File: src/rtl/matmul_dot_pkg.sv
// Shared types and width helpers for the matmul_dot inner-product engine.
package matmul_pkg;

    typedef enum logic [1:0] {
        IDLE  = 2'd0,
        ACCUM = 2'd1,
        DONE  = 2'd2
    } state_e;

    localparam int DEF_DATA_W = 8;
    localparam int DEF_LANES  = 4;
    localparam int DEF_ACC_W  = 32;
    localparam int DEF_LEN_W  = 16;

    function automatic int prod_w(input int data_w);
        return 2 * data_w;
    endfunction

    function automatic int sum_w(input int data_w, input int lanes);
        return 2 * data_w + $clog2(lanes);
    endfunction

endpackage

File: src/rtl/matmul_dot_lane_sum.sv
// Combinational per-beat sum of LANES element products, signed or unsigned.
module matmul_lane_sum
    import matmul_pkg::*;
#(
    parameter int DATA_W = DEF_DATA_W,
    parameter int LANES  = DEF_LANES,
    localparam int SUM_W = sum_w(DATA_W, LANES)
) (
    input  logic                      is_signed,
    input  logic [LANES*DATA_W-1:0]   a,
    input  logic [LANES*DATA_W-1:0]   b,
    output logic [SUM_W-1:0]          sum
);

    // One extra operand bit lets a single signed multiplier serve both modes.
    localparam int PW = prod_w(DATA_W) + 2;
    localparam int TW = SUM_W + 1;

    logic signed [DATA_W:0] a_x;
    logic signed [DATA_W:0] b_x;
    logic signed [PW-1:0]   prod;
    logic signed [TW-1:0]   tot;

    always_comb begin
        a_x  = '0;
        b_x  = '0;
        prod = '0;
        tot  = '0;
        for (int i = 0; i < LANES; i++) begin
            a_x  = {is_signed & a[i*DATA_W + DATA_W - 1], a[i*DATA_W +: DATA_W]};
            b_x  = {is_signed & b[i*DATA_W + DATA_W - 1], b[i*DATA_W +: DATA_W]};
            prod = a_x * b_x;
            tot  = tot + TW'(prod);
        end
    end

    assign sum = SUM_W'(tot);

endmodule

File: src/rtl/matmul_dot.sv
// Streaming dot-product engine: FSM, beat counter, accumulator and handshake.
// Define MATMUL_DOT_SAT_EN for a saturating accumulator with a sticky sat flag.
module matmul_dot
    import matmul_pkg::*;
#(
    parameter int DATA_W = DEF_DATA_W,
    parameter int LANES  = DEF_LANES,
    parameter int ACC_W  = DEF_ACC_W,
    parameter int LEN_W  = DEF_LEN_W
) (
    input  logic                    clk,
    input  logic                    rst_n,
    input  logic                    start,
    input  logic [LEN_W-1:0]        len,
    input  logic                    is_signed,
    input  logic                    in_valid,
    output logic                    in_ready,
    input  logic [LANES*DATA_W-1:0] a,
    input  logic [LANES*DATA_W-1:0] b,
    output logic [ACC_W-1:0]        y,
    output logic                    out_valid,
    input  logic                    out_ready,
    output logic                    busy,
    output logic                    sat
);

    localparam int SUM_W = sum_w(DATA_W, LANES);

    state_e             state_q, state_d;
    logic [LEN_W-1:0]   len_q, len_d;
    logic [LEN_W-1:0]   cnt_q, cnt_d;
    logic               sgn_q, sgn_d;
    logic [ACC_W-1:0]   acc_q, acc_d;
    logic [ACC_W-1:0]   y_q, y_d;
    logic [SUM_W-1:0]   beat_sum;
    logic [ACC_W-1:0]   acc_step;
    logic               beat;

    matmul_lane_sum #(
        .DATA_W (DATA_W),
        .LANES  (LANES)
    ) u_lane_sum (
        .is_signed (sgn_q),
        .a         (a),
        .b         (b),
        .sum       (beat_sum)
    );

    assign beat = (state_q == ACCUM) && in_valid;

`ifdef MATMUL_DOT_SAT_EN
    // Wide enough to hold acc + beat exactly even when the beat sum is wider than acc.
    localparam int XW = ((ACC_W > SUM_W) ? ACC_W : SUM_W) + 1;

    logic ovf;
    logic sat_q, sat_d;

    // Returns {overflow, clamped sum}.
    function automatic logic [ACC_W:0] sat_add(input logic [ACC_W-1:0] acc_v,
                                               input logic [SUM_W-1:0] s,
                                               input logic sgn);
        logic [XW-1:0]    acc_x;
        logic [XW-1:0]    s_x;
        logic [XW-1:0]    tot;
        logic [ACC_W-1:0] lim;
        logic             o;
        if (sgn) begin
            acc_x = XW'($signed(acc_v));
            s_x   = XW'($signed(s));
        end else begin
            acc_x = XW'(acc_v);
            s_x   = XW'(s);
        end
        tot = acc_x + s_x;
        if (sgn) begin
            o   = !((&tot[XW-1:ACC_W-1]) || !(|tot[XW-1:ACC_W-1]));
            lim = tot[XW-1] ? {1'b1, {(ACC_W-1){1'b0}}} : {1'b0, {(ACC_W-1){1'b1}}};
        end else begin
            o   = |tot[XW-1:ACC_W];
            lim = '1;
        end
        return {o, (o ? lim : tot[ACC_W-1:0])};
    endfunction

    always_comb begin
        {ovf, acc_step} = sat_add(acc_q, beat_sum, sgn_q);
    end

    always_comb begin
        sat_d = sat_q;
        if (state_q == IDLE && start) begin
            sat_d = 1'b0;
        end else if (beat && ovf) begin
            sat_d = 1'b1;
        end
    end

    always_ff @(posedge clk) begin
        if (!rst_n) begin
            sat_q <= 1'b0;
        end else begin
            sat_q <= sat_d;
        end
    end

    assign sat = sat_q;
`else
    function automatic logic [ACC_W-1:0] wrap_add(input logic [ACC_W-1:0] acc_v,
                                                  input logic [SUM_W-1:0] s,
                                                  input logic sgn);
        logic [ACC_W-1:0] s_x;
        if (sgn) begin
            s_x = ACC_W'($signed(s));
        end else begin
            s_x = ACC_W'(s);
        end
        return acc_v + s_x;
    endfunction

    always_comb begin
        acc_step = wrap_add(acc_q, beat_sum, sgn_q);
    end

    assign sat = 1'b0;
`endif

    always_comb begin
        state_d = state_q;
        len_d   = len_q;
        cnt_d   = cnt_q;
        sgn_d   = sgn_q;
        acc_d   = acc_q;
        y_d     = y_q;
        unique case (state_q)
            IDLE: begin
                if (start) begin
                    len_d = len;
                    sgn_d = is_signed;
                    acc_d = '0;
                    cnt_d = '0;
                    if (len == '0) begin
                        y_d     = '0;
                        state_d = DONE;
                    end else begin
                        state_d = ACCUM;
                    end
                end
            end
            ACCUM: begin
                if (beat) begin
                    acc_d = acc_step;
                    cnt_d = cnt_q + LEN_W'(1);
                    if (cnt_q == len_q - LEN_W'(1)) begin
                        y_d     = acc_step;
                        state_d = DONE;
                    end
                end
            end
            DONE: begin
                if (out_ready) begin
                    state_d = IDLE;
                end
            end
            default: state_d = IDLE;
        endcase
    end

    always_ff @(posedge clk) begin
        if (!rst_n) begin
            state_q <= IDLE;
            len_q   <= '0;
            cnt_q   <= '0;
            sgn_q   <= 1'b0;
            acc_q   <= '0;
            y_q     <= '0;
        end else begin
            state_q <= state_d;
            len_q   <= len_d;
            cnt_q   <= cnt_d;
            sgn_q   <= sgn_d;
            acc_q   <= acc_d;
            y_q     <= y_d;
        end
    end

    assign in_ready  = (state_q == ACCUM);
    assign out_valid = (state_q == DONE);
    assign busy      = (state_q != IDLE);
    assign y         = y_q;

endmodule
File: config.mk
export PLATFORM = sky130hd
export DESIGN_NAME = matmul_dot
export DESIGN_NICKNAME = d
export VERILOG_FILES = /design/src/rtl/matmul_dot_pkg.sv /design/src/rtl/matmul_dot_lane_sum.sv /design/src/rtl/matmul_dot.sv
export SDC_FILE = /design/constraint.sdc
export NUM_CORES = 1
export LEC_CHECK = 0
export ABC_AREA = 1
export CAP_MARGIN = 20
export CELL_PAD_IN_SITES_DETAIL_PLACEMENT = 1
export CELL_PAD_IN_SITES_GLOBAL_PLACEMENT = 2
export CORE_ASPECT_RATIO = 1.25
export CORE_MARGIN = 4
export CORE_UTILIZATION = 40
export CTS_CLUSTER_DIAMETER = 120
export DETAILED_ROUTE_END_ITERATION = 10
export GPL_TIMING_DRIVEN = 0
export PLACE_DENSITY_LB_ADDON = 0.1
export SLEW_MARGIN = 10
export SYNTH_ARGS = -nofsm -noshare
export SYNTH_HDL_FRONTEND = slang
export SYNTH_SLANG_ARGS = --single-unit
File: constraint.sdc
create_clock -name clk -period 17.95 [get_ports clk]
set_input_delay 4.4875 -clock clk [delete_from_list [all_inputs] [get_ports clk]]
set_output_delay 4.4875 -clock clk [all_outputs]
set_load 0.1 [all_outputs]
======== Word level (Yosys, flattened, before mapping) ========
Index checks and enable logic that the tools add are counted.
storage, ports and cells
  word-level logic and storage cells ...... 59
  bits in writable memories ............... 0
  bits in latches ......................... 0
  memories ................................ 0
  output and inout bits ................... 36
  ROM bits ................................ 0
  flip-flop bits (word level) ............. 99
operators by class
  add/sub/neg operators ................... 6
  mux-type cells .......................... 18
  reduce and logical (&&, ||, !) cells .... 9
  bitwise gates (word level) .............. 8
  order comparisons ....................... 0
  shift operators ......................... 0
  div/mod/pow operators ................... 0
  equal/unequal tests ..................... 8
  multiply operators ...................... 4
operators with widths
  operator                                                number
  two-way mux 32 bit                                      7
  one-hot mux 32 bit (2 select lines)                     2
  multiplier 9 x 9 -> 18 bit                              4
  adder 18 bit                                            3
  adder 32 bit                                            1
  two-way mux 16 bit                                      2
  one-hot mux 16 bit (2 select lines)                     1
  adder 16 x 1 -> 16 bit (second input constant)          1
  == test 16 bit                                          1
  zero test 16 bit                                        1
  subtractor 16 x 1 -> 16 bit (second input constant)     1
  two-way mux 2 bit                                       5
  bitwise AND 1 bit                                       8
  inequality test 2 x 1 -> 1 bit (second input constant)  3
  one-hot mux 2 bit (3 select lines)                      1
  AND reduction 5 bit                                     1
  inequality test 2 bit (second input constant)           2
  AND reduction 4 bit                                     1
  nonzero test 2 bit                                      2
  AND reduction 3 bit                                     1
  == test 2 x 1 -> 1 bit (second input constant)          1
  == test 2 bit (second input constant)                   1
  zero test 2 bit                                         1
  AND reduction 2 bit                                     1
  logical AND 1 bit                                       1

======== Depth between registers and ports, before layout ========
  depth after elaboration ................. 10
  depth in mapped cells ................... 49
  gate-level depth less buffers ........... 47

======== Modules after synthesis ========
From an unflattened synthesis, not the netlist that was laid out.
second synthesis, totals
  cells, all modules ...................... 2650
  area total of the unflattened synthesis .. 19667.6 µm²
modules (own cells, without submodules)
  module           instances  area an instance (µm²)  cells each
  matmul_lane_sum  1          13146.4                 1636
  matmul_dot       1          6521.3                  1014

======== Worst setup path before layout ========
OpenSTA, ideal clock, no wires.
  path kind ............................... input to register
  start ................................... input b[7]
  end ..................................... register acc_q[25]
  stages on the path ...................... 47
  setup slack ............................. 5.414 ns
  data arrival time ....................... 12.407 ns
  required time ........................... 17.822 ns
  cell sequence ........................... clkbuf_1 -> nand2_1 -> or2_2 -> fa_1 -> inv_1 -> fa_1 -> inv_1 -> fa_1 -> inv_1 -> fa_1 -> inv_1 -> fa_1 -> inv_1 -> fa_1 -> fa_1 -> inv_1 -> fa_1 -> inv_1 -> [11 not listed] -> a21oi_1 -> nor3_1 -> nor2_1 -> xor2_1 -> ha_1 -> nand2_1 -> nor2_1 -> nor2_1 -> o21ai_1 -> nand2_1 -> nand3b_1 -> nand2_1 -> o21bai_2 -> nand2_1 -> nand2_1 -> a21oi_1 -> o21ai_0 -> a21oi_1
on the way
  word-level cells in the longest chain between the ends .. 9
ends and longest elaborated chain
  what                                   RTL line                   RTL
  from (decl)                            matmul_dot.sv:19           input logic [LANES*DATA_W-1:0] b,
  bitwise AND 1 bit                      matmul_dot_lane_sum.sv:31  b_x = {is_signed & b[i*DATA_W + DATA_W - 1], b[i*DATA_W +: DATA_W]};
  multiplier 9 x 9 -> 18 bit *           matmul_dot_lane_sum.sv:32  prod = a_x * b_x;
  adder 18 bit * (3 in a row)            matmul_dot_lane_sum.sv:33  tot = tot + TW'(prod);
  two-way mux 32 bit *                   matmul_dot.sv:112          if (sgn) begin
  adder 32 bit *                         matmul_dot.sv:117          return acc_v + s_x;
  two-way mux 32 bit *                   matmul_dot.sv:150          if (beat) begin
  one-hot mux 32 bit (2 select lines) *  matmul_dot.sv:134          unique case (state_q)
  to (signal assigned)                   matmul_dot.sv:174          acc_q <= '0;
  to (signal assigned)                   matmul_dot.sv:181          acc_q <= acc_d;
  to (decl)                              matmul_dot.sv:33           logic [ACC_W-1:0] acc_q, acc_d;
Mark *: on every way between the ends. The rest lies on a longest branch, timed or not. The select of a mux whose other input is x is not followed.
A chain may end at the register's enable or synchronous reset.

======== Final worst setup path ========
  start ................................... input a[7]
  end ..................................... register y_q[25], in the netlist y[25]
on the way
  word-level cells in the longest chain between the ends .. 10
ends and longest elaborated chain
  what                                   RTL line                   RTL
  from (decl)                            matmul_dot.sv:18           input logic [LANES*DATA_W-1:0] a,
  bitwise AND 1 bit                      matmul_dot_lane_sum.sv:30  a_x = {is_signed & a[i*DATA_W + DATA_W - 1], a[i*DATA_W +: DATA_W]};
  multiplier 9 x 9 -> 18 bit *           matmul_dot_lane_sum.sv:32
  adder 18 bit * (3 in a row)            matmul_dot_lane_sum.sv:33
  two-way mux 32 bit *                   matmul_dot.sv:112
  adder 32 bit *                         matmul_dot.sv:117
  two-way mux 32 bit *                   matmul_dot.sv:153          if (cnt_q == len_q - LEN_W'(1)) begin
  two-way mux 32 bit *                   matmul_dot.sv:150
  one-hot mux 32 bit (2 select lines) *  matmul_dot.sv:134
  to (signal assigned)                   matmul_dot.sv:182          y_q <= y_d;
  to (decl)                              matmul_dot.sv:34           logic [ACC_W-1:0] y_q, y_d;
Marked as above.

==> impl_metrics.csv <==
group,metric,value,unit
status,outcome,"complete, no violations",
cts,cts_tree,"done",
final_layout,area_delta_synth_final,8.752,%
synth,syn_area,0.01903,mm²
synth,yosys_warnings,0,
final_layout,layout-drive-gt1-share,4.482,%
final_layout,final_cells,3203,
cts,clockBufferDepth,2,
cts,h-tree-depth,3,
worst_hold_path,whs_path_depth,2,
worst_setup_path,rrSetupSlack,7.28,ns
final_layout,final_common_cell,"inv_1",
floorplan,io_pins,122,
sta,hold_ws,0.4783,ns
sta,rsz0062_at_grt,"no",
floorplan,num_rows,89,
worst_hold_path,hp-start,"acc_q[7]",
worst_setup_path,reg2regPathDepth,49,
cts,cts_resized,0,
sta,fin_tns_setup,0,ns
worst_setup_path,start_kind,"primary input",
cts,clk_latency,0.36,ns
worst_setup_path,r2r-end,"y[25]",
cts,postCtsHoldBufs,0,
sta,finalCriticalPeriod,13.68,ns
sta,worst_slew_pin_slew,1.032,ns
synth,yosys.cell_types.count,49,
placed_design,io_buffer_count,56,
global_routing,antenna_found_initial,0,
worst_setup_path,cp_common_cell,"inv_1",
worst_setup_path,critPathCaptureType,"register",
synth,yosys_register_bits,99,
sta,relSlewSlack,30.96,%
floorplan,core,0.04710,mm²
placed_design,pre_cts_ws,3.817,ns
global_routing,grt_usage,21.57,%
synth,netlist_instances,2494,
floorplan,start_util,40.39,%
detailed_routing,wl_per_cell,16.55,µm
synth,syn_avg_cell_area,7.629,µm²
detailed_routing,avgViaCountPerCell,4.759,
sta,fmax,73.13,MHz
sta,slew_viol_final,0,
detailed_routing,remaining_drc_errors,0,
floorplan,die_area,0.05114,mm²
sta,period_share,76.18,%
cts,cts_setup_buffers,0,
synth,ys.flop_type,"dfxtp_1",
synth,synth_edf_count,0,
cts,numCtsBuffers,9,
global_routing,grt-ovfl-total,0,
detailed_routing,vias,15244,
global_routing,grt_pass1_wl,88580,µm
synth,ys_async_sr_fraction,0,%
worst_hold_path,hold_path_end,"acc_q[7]",
worst_setup_path,cp_max_fo,9,
sta,fin_skew,0.01031,ns
floorplan,die_height,251.8,µm
global_routing,grt_pass1_vias,17620,
sta,hold_viol,0,
final_layout,layout.cells.most_common_list,"inv_1 (677), nand2_1 (503), fa_1 (362)",
final_layout,fill_cells,5989,
synth,yosysSeqAreaShare,10.42,%
cts,clock-sinks,99,
worst_setup_path,cp.arrival,13.91,ns
worst_hold_path,hp-class,"register to register",
detailed_routing,first_pass_iters,6,
worst_setup_path,path_class,"primary input to register",
worst_setup_path,reg2reg_from,"sgn_q",
worst_setup_path,cpMaxStageDelayCell,"fa_1",
worst_setup_path,critPathRequiredTime,18.18,ns
sta,setup_violations,0,
detailed_routing,routed_wl,53020,µm
detailed_routing,drtIter0Drc,472,
synth,synth_nets,3064,
final_layout,diodes,0,
sta,setup_slack,4.275,ns
placed_design,place_congestion,0.8411,
placed_design,dp_hpwl,48670,µm
worst_setup_path,max_stage_delay,0.54,ns
global_routing,grt_max_degree,19,
flow_run,cap_viol_max_count,0,
cts,cts_root_buf,"clkbuf_16",
cts,path_clk_slew,0.07,ns
placed_design,dp_cells,3187,
floorplan,die_x,203.1,µm
detailed_routing,antenna_left,0,
final_layout,nNetsFinal,3131,
layer usage:
metal	GRT usage, %	part of all wire (%)	vias up
li1	-	-	7366
met1	23.54	39	7604
met2	44.45	57	192
met3	1.311	1.5	82
met4	5.803	2.5	0
met5	0	0	-
state kept, by name, indices dropped and copies added (netlist names):
| name | count |
|---|---|
| acc_q | 32 |
| y | 32 |
| cnt_q | 16 |
| len_q | 16 |
| state_q | 2 |
| sgn_q | 1 |
worst max-delay path: cells and delay by family:
family / cells / cell delay [ns]
fa+ha+maj: 10 / 4.80
compound gates: 11 / 1.80
simple gates: 14 / 1.49
buf+inv: 12 / 1.23
xor+xnor: 1 / 0.10
cells in the mapped netlist (3+ instances only):
| master | number | area, µm² |
|---|---|---|
| a21oi_1 | 112 | 560.5 |
| fa_1 | 362 | 7247 |
| nand4_1 | 6 | 37.54 |
| inv_1 | 677 | 2541 |
| ha_1 | 122 | 1526 |
| o21a_1 | 4 | 30.03 |
| o21bai_1 | 5 | 37.54 |
| nand2_2 | 23 | 143.9 |
| a31oi_1 | 3 | 18.77 |
| nand2_1 | 503 | 1888 |
| nor2_1 | 168 | 630.6 |
| nor3_1 | 14 | 70.07 |
| nand3_1 | 51 | 255.2 |
| buf_6 | 5 | 56.30 |
| o41ai_1 | 7 | 61.31 |
| clkbuf_1 | 86 | 322.8 |
| inv_2 | 17 | 63.81 |
| xor2_1 | 29 | 254.0 |
| o21ai_0 | 84 | 420.4 |
| buf_2 | 6 | 30.03 |
| nor2_2 | 5 | 31.28 |
| dfxtp_1 | 99 | 1982 |
| nand3b_1 | 6 | 45.04 |
| o21ai_1 | 21 | 105.1 |
| nand3_2 | 10 | 100.1 |
| or2_2 | 20 | 125.1 |
| nor4_1 | 6 | 37.54 |
| xnor2_1 | 19 | 166.4 |
area by class of cell:
class | instances | area [µm²] | area share [%]
clock buffer | 9 | 225.2 | 1.088
timing repair buffer | 56 | 560.5 | 2.709
inverter | 695 | 2609 | 12.61
buffer | 98 | 416.7 | 2.014
multi-input combinational | 1602 | 14020 | 67.75
sequential | 99 | 1982 | 9.578
clock inverter | 7 | 82.58 | 0.3991
tap | 637 | 797.0 | 3.852
worst max-delay path by stage:
stage | cells after the start | startpoint | slack (ns) | to
4_1_cts | 48 | a[31] | 4.18 | y[25]
5_1_grt | 48 | a[7] | 3.52 | y[25]
6_report | 48 | a[7] | 4.27 | y[25]
2_1_floorplan | 47 | b[7] | 5.41 | acc_q[25]
3_5_place_dp | 48 | a[7] | 3.82 | y[25]
3_3_place_gp | 48 | a[31] | 3.96 | y[25]
through the flow:
step,area (µm²),utilization (%)
after floorplan,19030,-
after global placement,20380,43.28
after detailed placement,20380,43.28
after CTS,20690,43.93
after global routing,20690,43.93
final,20690,43.93
cells by family (layout without fill, tap and decap cells):
kind of cell,count (synthesis),after routing,share of synthesized area (%)
and+or+nand+nor,822,822,18.36
adders and majority gates,484,484,46.11
other,1,1,0.01971
xor gates and xnor gates,48,48,2.209
DFF,99,99,10.42
AOI/OAI and AO/OA,247,247,6.984
buffers and inverters,793,865,15.90
Power is left out: the tool's default activity adds up to more than one toggle a clock period on the data nets, which glitch-free logic cannot reach.
==> patch 1, RTL diff (same settings) <==
Build with the macro `MATMUL_DOT_SAT_EN` defined.
--- a/src/rtl/matmul_dot.sv
+++ b/src/rtl/matmul_dot.sv
@@ -1,4 +1,6 @@
 // Streaming dot-product engine: FSM, beat counter, accumulator and handshake.
 // Define MATMUL_DOT_SAT_EN for a saturating accumulator with a sticky sat flag.
+`define MATMUL_DOT_SAT_EN
+
 module matmul_dot
     import matmul_pkg::*;
Check against the original RTL: not settled (the Yosys comparison gave no result); the edit may change what the design does.
==> patch 1 against the unedited design <==
  * Worst setup slack got worse by 0.73 ns
  * Global-route usage barely moved
  * Core utilization rose by 0.22 points
  * Maximum frequency down 5.1%
  * Via count shrank 0.45%
  * Wire length increased by 2.5%
  * Non-clock buffer count is 8 higher
  * Synthesized area is 1.3% higher
  * Sequential share of layout area about the same
  * Sequential cell count grew 1
  * Cell area grew 1.2%
  * Register-to-register slack got worse by 2.5 ns
Power is left out: the tool's default activity adds up to more than one toggle a clock period on the data nets, which glitch-free logic cannot reach.
==> patch 1: results (changes against the unedited design) <==
Post-CTS Setup Inserts -> 0 (unchanged)
WL met3 -> 689 um (was 809 um)
Status -> completed (unchanged)
Max-slew headroom -> 28.3% (was 31.0%)
Vias in the first global route -> 17,200 (was 17,600)
Area after DPL -> 20,600 um2 (was 20,400 um2)
# port buffers -> 57 (was 56)
Post-Route WL -> 54,300 um (was 53,000 um)
Commonest cells post-synth -> inv_1 (659), nand2_1 (471), fa_1 (362), ha_1 (123), nor2_1 (119) (was inv_1 (677), nand2_1 (503), fa_1 (362), nor2_1 (168), ha_1 (122))
Initial antenna violation count -> 2 (was 0)
Fin nets -> 3,091 (was 3,131)
First-pass GRT wire length -> 88,400 um (was 88,600 um)
Netlist cell types -> 45 (was 49)
Top Metal Used -> met4 (unchanged)
Syn Inst Count -> 2,452 (was 2,494)
Post-detail-place hpwl -> 48,100 um (was 48,700 um)
Worst clock skew -> 0.00932 ns (was 0.0103 ns)
Largest net degree at the start of global routing -> 18 (was 19)
Global Route met3 Usage -> 0.855% (was 1.31%)
Share of cells above drive strength 1 -> 6.14% (was 4.48%)
Detailed-route via count -> 15,200 (about the same)
Seq/Total Area, Yosys -> 10.4% (about the same)
Drt initial violations -> 465 (was 472)
Clock slew at reported path FFs -> 0.07 ns (about the same)
Wire length on met1 -> 20,200 um (was 20,600 um)
Top cells by area, synth -> fa_1 (38%), inv_1 (13%), dfxtp_1 (10%), nand2_1 (9.2%), ha_1 (8.0%) (was fa_1 (38%), inv_1 (13%), dfxtp_1 (10%), nand2_1 (9.9%), ha_1 (8.0%))
Total track usage -> 21.6% (about the same)
Met1 usage -> 23.7% (was 23.5%)
Drt pass-1 iters -> 4 (was 6)
Worst EP arrival -> 14.63 ns (was 13.91 ns)
Ys flop type -> dfxtp_1 (unchanged)
CTS buffer count -> 9 (unchanged)
Synth Net Count -> 3,023 (was 3,064)
Synth warnings -> 0 (unchanged)
Routed length per instance -> 17.2 um (was 16.6 um)
Met2 usage -> 44.2% (was 44.5%)
Gpl congestion -> 0.859 (was 0.841)
Crit path max fanout -> 10 (was 9)
Slowest cell delay on critical path -> 0.54 ns (about the same)
Metal2 WL -> 31,900 um (was 30,300 um)
==> patch 1: cell count changes after synthesis, moves of 9 or more <==
cell     delta
nor2_1     -49
a21oi_1    -42
a21oi_2    +41
nand2_1    -32
xor2_1     +23
nand2_2    +20
xnor2_1    +19
inv_1      -18
o21ai_0    +17
nand3_1    -16
o21ai_1    -16
nand4_1    +12
inv_2       -9
==> patch 1: layout make-up <==
type | count | area [um2]
Timing Repair Buffer | 57 | 571
Antenna cell | 3 | 7.51
Buffer | 105 | 462
Fill cell | 5915 | 26500
Clock inverter | 6 | 48.8
Tap cell | 637 | 797
Sequential cell | 100 | 2000
Inverter | 668 | 2510
Clock buffer | 10 | 239
Multi-Input combinational cell | 1579 | 14300
==> patch 1: cell families after synthesis <==
group | Yosys count | synth area share (%)
compound gates | 247 | 7.63
xor+xnor | 90 | 4.09
fa+ha+maj | 485 | 45.6
buf+inv | 773 | 15.4
flops | 100 | 10.4
simple gates | 757 | 16.9
==> patch 1: path summary, 6_finish.rpt <==
path | from | cells after the start | endpoint | slack, ns
max reg2reg | sgn_q$_SDFFE_PN0P_ | 53 | y[14]$_SDFFE_PN0P_ | 4.76
min | sat$_SDFFE_PP0P_ | 2 | sat$_SDFFE_PP0P_ | 0.45
min reg2reg | sat$_SDFFE_PP0P_ | 2 | sat$_SDFFE_PP0P_ | 0.45
max | b[7] | 49 | y[14]$_SDFFE_PN0P_ | 3.54
==> patch 1: metrics by stage <==
step	setup slack (ns)	utilization, %
floorplan	4.71	-
global placement	3.16	43.5
detailed placement	2.99	43.5
CTS	3.35	44.1
global route	2.79	44.1
finish	3.54	44.2
==> patch 1: critical path: cells and delay by family <==
kind            cells  cell delay, ns
compound gates     11            1.89
fa+ha+maj          10            4.61
buf+inv             9            0.86
xor+xnor            1            0.34
simple gates       18            2.45
==> patch 2, RTL diff (same settings) <==
Made on the original files. `y_q` no longer has a reset.
--- a/src/rtl/matmul_dot.sv
+++ b/src/rtl/matmul_dot.sv
@@ -173,5 +173,4 @@
             sgn_q   <= 1'b0;
             acc_q   <= '0;
-            y_q     <= '0;
         end else begin
             state_q <= state_d;
@@ -180,6 +179,9 @@
             sgn_q   <= sgn_d;
             acc_q   <= acc_d;
-            y_q     <= y_d;
         end
+    end
+
+    always_ff @(posedge clk) begin
+        y_q <= y_d;
     end
 
Behaviour: not the same (Yosys sat finds a counterexample within 4 cycles, from zero or initial values and one cycle with rst_n low; the reset may be asserted at any time).
==> patch 2 against the unedited design <==
  * Clock skew about the same
  * Maximum frequency fell by 0.22%
  * Worst setup slack worse by 0.031 ns
  * Register-to-register slack worse by 0.12 ns
  * Sequential share of layout area is 1.5 points higher
  * Synthesized area is 0.74% higher
  * Final cell count decreased by 1.6%
  * Sequential cell count did not move
  * Cell area up 0.62%
  * First-iteration DRC count rose by 12%
  * Wire length is 1.1% higher
  * Critical path depth fell by 3
  * Largest cell class unchanged
Power is left out: the tool's default activity adds up to more than one toggle a clock period on the data nets, which glitch-free logic cannot reach.
==> patch 2: results (changes against the unedited design) <==
Hold Crit Class -> register to register (unchanged)
Gpl congestion -> 0.871 (was 0.841)
Final ANT Viol Nets -> 0 (unchanged)
Reg2Reg Capture Point -> y[28]$_DFFE_PP_ (was y[25]$_SDFFE_PN0P_)
Worst EP arrival -> 13.82 ns (was 13.91 ns)
Avg Cell Area, Syn -> 7.85 um2 (was 7.63 um2)
R2R setup slack -> 7.16 ns (was 7.28 ns)
CP max stage cell -> a21boi_0 (was fa_1)
Post-synth EDFFs -> 32 (was 0)
Fin cells -> 3,152 (was 3,203)
Post-detail-place hpwl -> 47,400 um (was 48,700 um)
Synth Net Count -> 3,013 (was 3,064)
CTS buffer count -> 9 (unchanged)
Tightest Pin Transition -> 1.06 ns (was 1.03 ns)
CTS Buffer Depth -> 2 (unchanged)
Crit path max fanout -> 10 (was 9)
Post-CTS Setup Inserts -> 0 (unchanged)
Status -> completed (unchanged)
Vias in the first global route -> 17,100 (was 17,600)
# port buffers -> 55 (was 56)
Commonest cells post-synth -> inv_1 (694), nand2_1 (516), fa_1 (362), nor2_1 (136), ha_1 (122) (was inv_1 (677), nand2_1 (503), fa_1 (362), nor2_1 (168), ha_1 (122))
Hold WS -> 0.473 ns (was 0.478 ns)
Top cells by area, synth -> fa_1 (38%), inv_1 (14%), nand2_1 (10%), ha_1 (8.0%), dfxtp_1 (7.0%) (was fa_1 (38%), inv_1 (13%), dfxtp_1 (10%), nand2_1 (9.9%), ha_1 (8.0%))
Seq/Total Area, Yosys -> 12.0% (was 10.4%)
Slowest cell delay on critical path -> 0.57 ns (was 0.54 ns)
Area after DPL -> 20,500 um2 (was 20,400 um2)
# placed instances -> 3,135 (was 3,187)
Skew-Pair Late Insertion Delay -> 0.37 ns
Netlist cell types -> 51 (was 49)
Hold_sp -> acc_q[15]$_SDFFE_PN0P_ (was acc_q[7]$_SDFFE_PN0P_)
Drt initial violations -> 530 (was 472)
Routed length per instance -> 17.0 um (was 16.6 um)
Hold EP -> acc_q[15]$_SDFFE_PN0P_ (was acc_q[7]$_SDFFE_PN0P_)
Worst Hold Depth -> 2 (unchanged)
Largest net degree at the start of global routing -> 33 (was 19)
Drt pass-1 iters -> 4 (was 6)
Total track usage -> 21.6% (about the same)
Via/cell ratio -> 4.78 (was 4.76)
First-pass GRT wire length -> 88,100 um (was 88,600 um)
Worst clock skew -> 0.0104 ns (was 0.0103 ns)
Share of cells above drive strength 1 -> 4.77% (was 4.48%)
Worst R2R Path Depth -> 41 (was 49)
CP top delay family -> adder cells (unchanged)
[patch 2: worst max path at each step]
stage                from              end  depth (start not counted)  slack [ns]
floorplan            b[7]  y[28]$_DFFE_PP_                         44        5.16
global route         a[7]  y[24]$_DFFE_PP_                         45        3.33
finish              a[31]  y[28]$_DFFE_PP_                         45        4.24
detailed placement  b[23]  y[28]$_DFFE_PP_                         40        3.71
global placement    b[23]  y[28]$_DFFE_PP_                         40        3.87
CTS                 b[23]  y[24]$_DFFE_PP_                         40        4.09
[patch 2: worst min-delay path: cells and delay by family (launching register included)]
kind / cells / cell delay, ns
AOI/OAI and AO/OA: 1 / 0.05
DFF: 1 / 0.31
and+or+nand+nor: 1 / 0.06
[patch 2: cells by family after synthesis]
group	Yosys count	synth area share [%]
simple gates	829	18.7
buf+inv	800	15.9
fa+ha+maj	484	45.8
xor+xnor	51	2.33
compound gates	179	5.35
flops	99	12.0
other cells	1	0.0196
[patch 2: area by class of cell]
class / instances / area [um2]
antenna: 1 / 2.50
buffer: 89 / 370
clock buffer: 14 / 285
clock inverter: 2 / 16.3
fill: 5854 / 26500
inverter: 711 / 2670
multi-input combinational: 1544 / 13800
sequential: 99 / 2300
tap: 637 / 797
timing repair buffer: 55 / 551
[patch 2: per-stage QoR]
stage / util (%) / setup WS, ns
floorplan: - / 5.16
global placement: 43.3 / 3.87
detailed placement: 43.3 / 3.71
CTS: 44.0 / 4.09
global route: 44.0 / 3.33
finish: 44.0 / 4.24
[patch 2: per-layer routing]
| metal | global-route usage, % | part of all wire (%) | vias to the layer above |
|---|---|---|---|
| li1 | - | - | 7183 |
| met4 | 4.82 | 2.2 | 0 |
| met5 | 0 | 0 | - |
| met2 | 45.0 | 58 | 157 |
| met3 | 1.31 | 1.8 | 42 |
| met1 | 23.7 | 38 | 7683 |
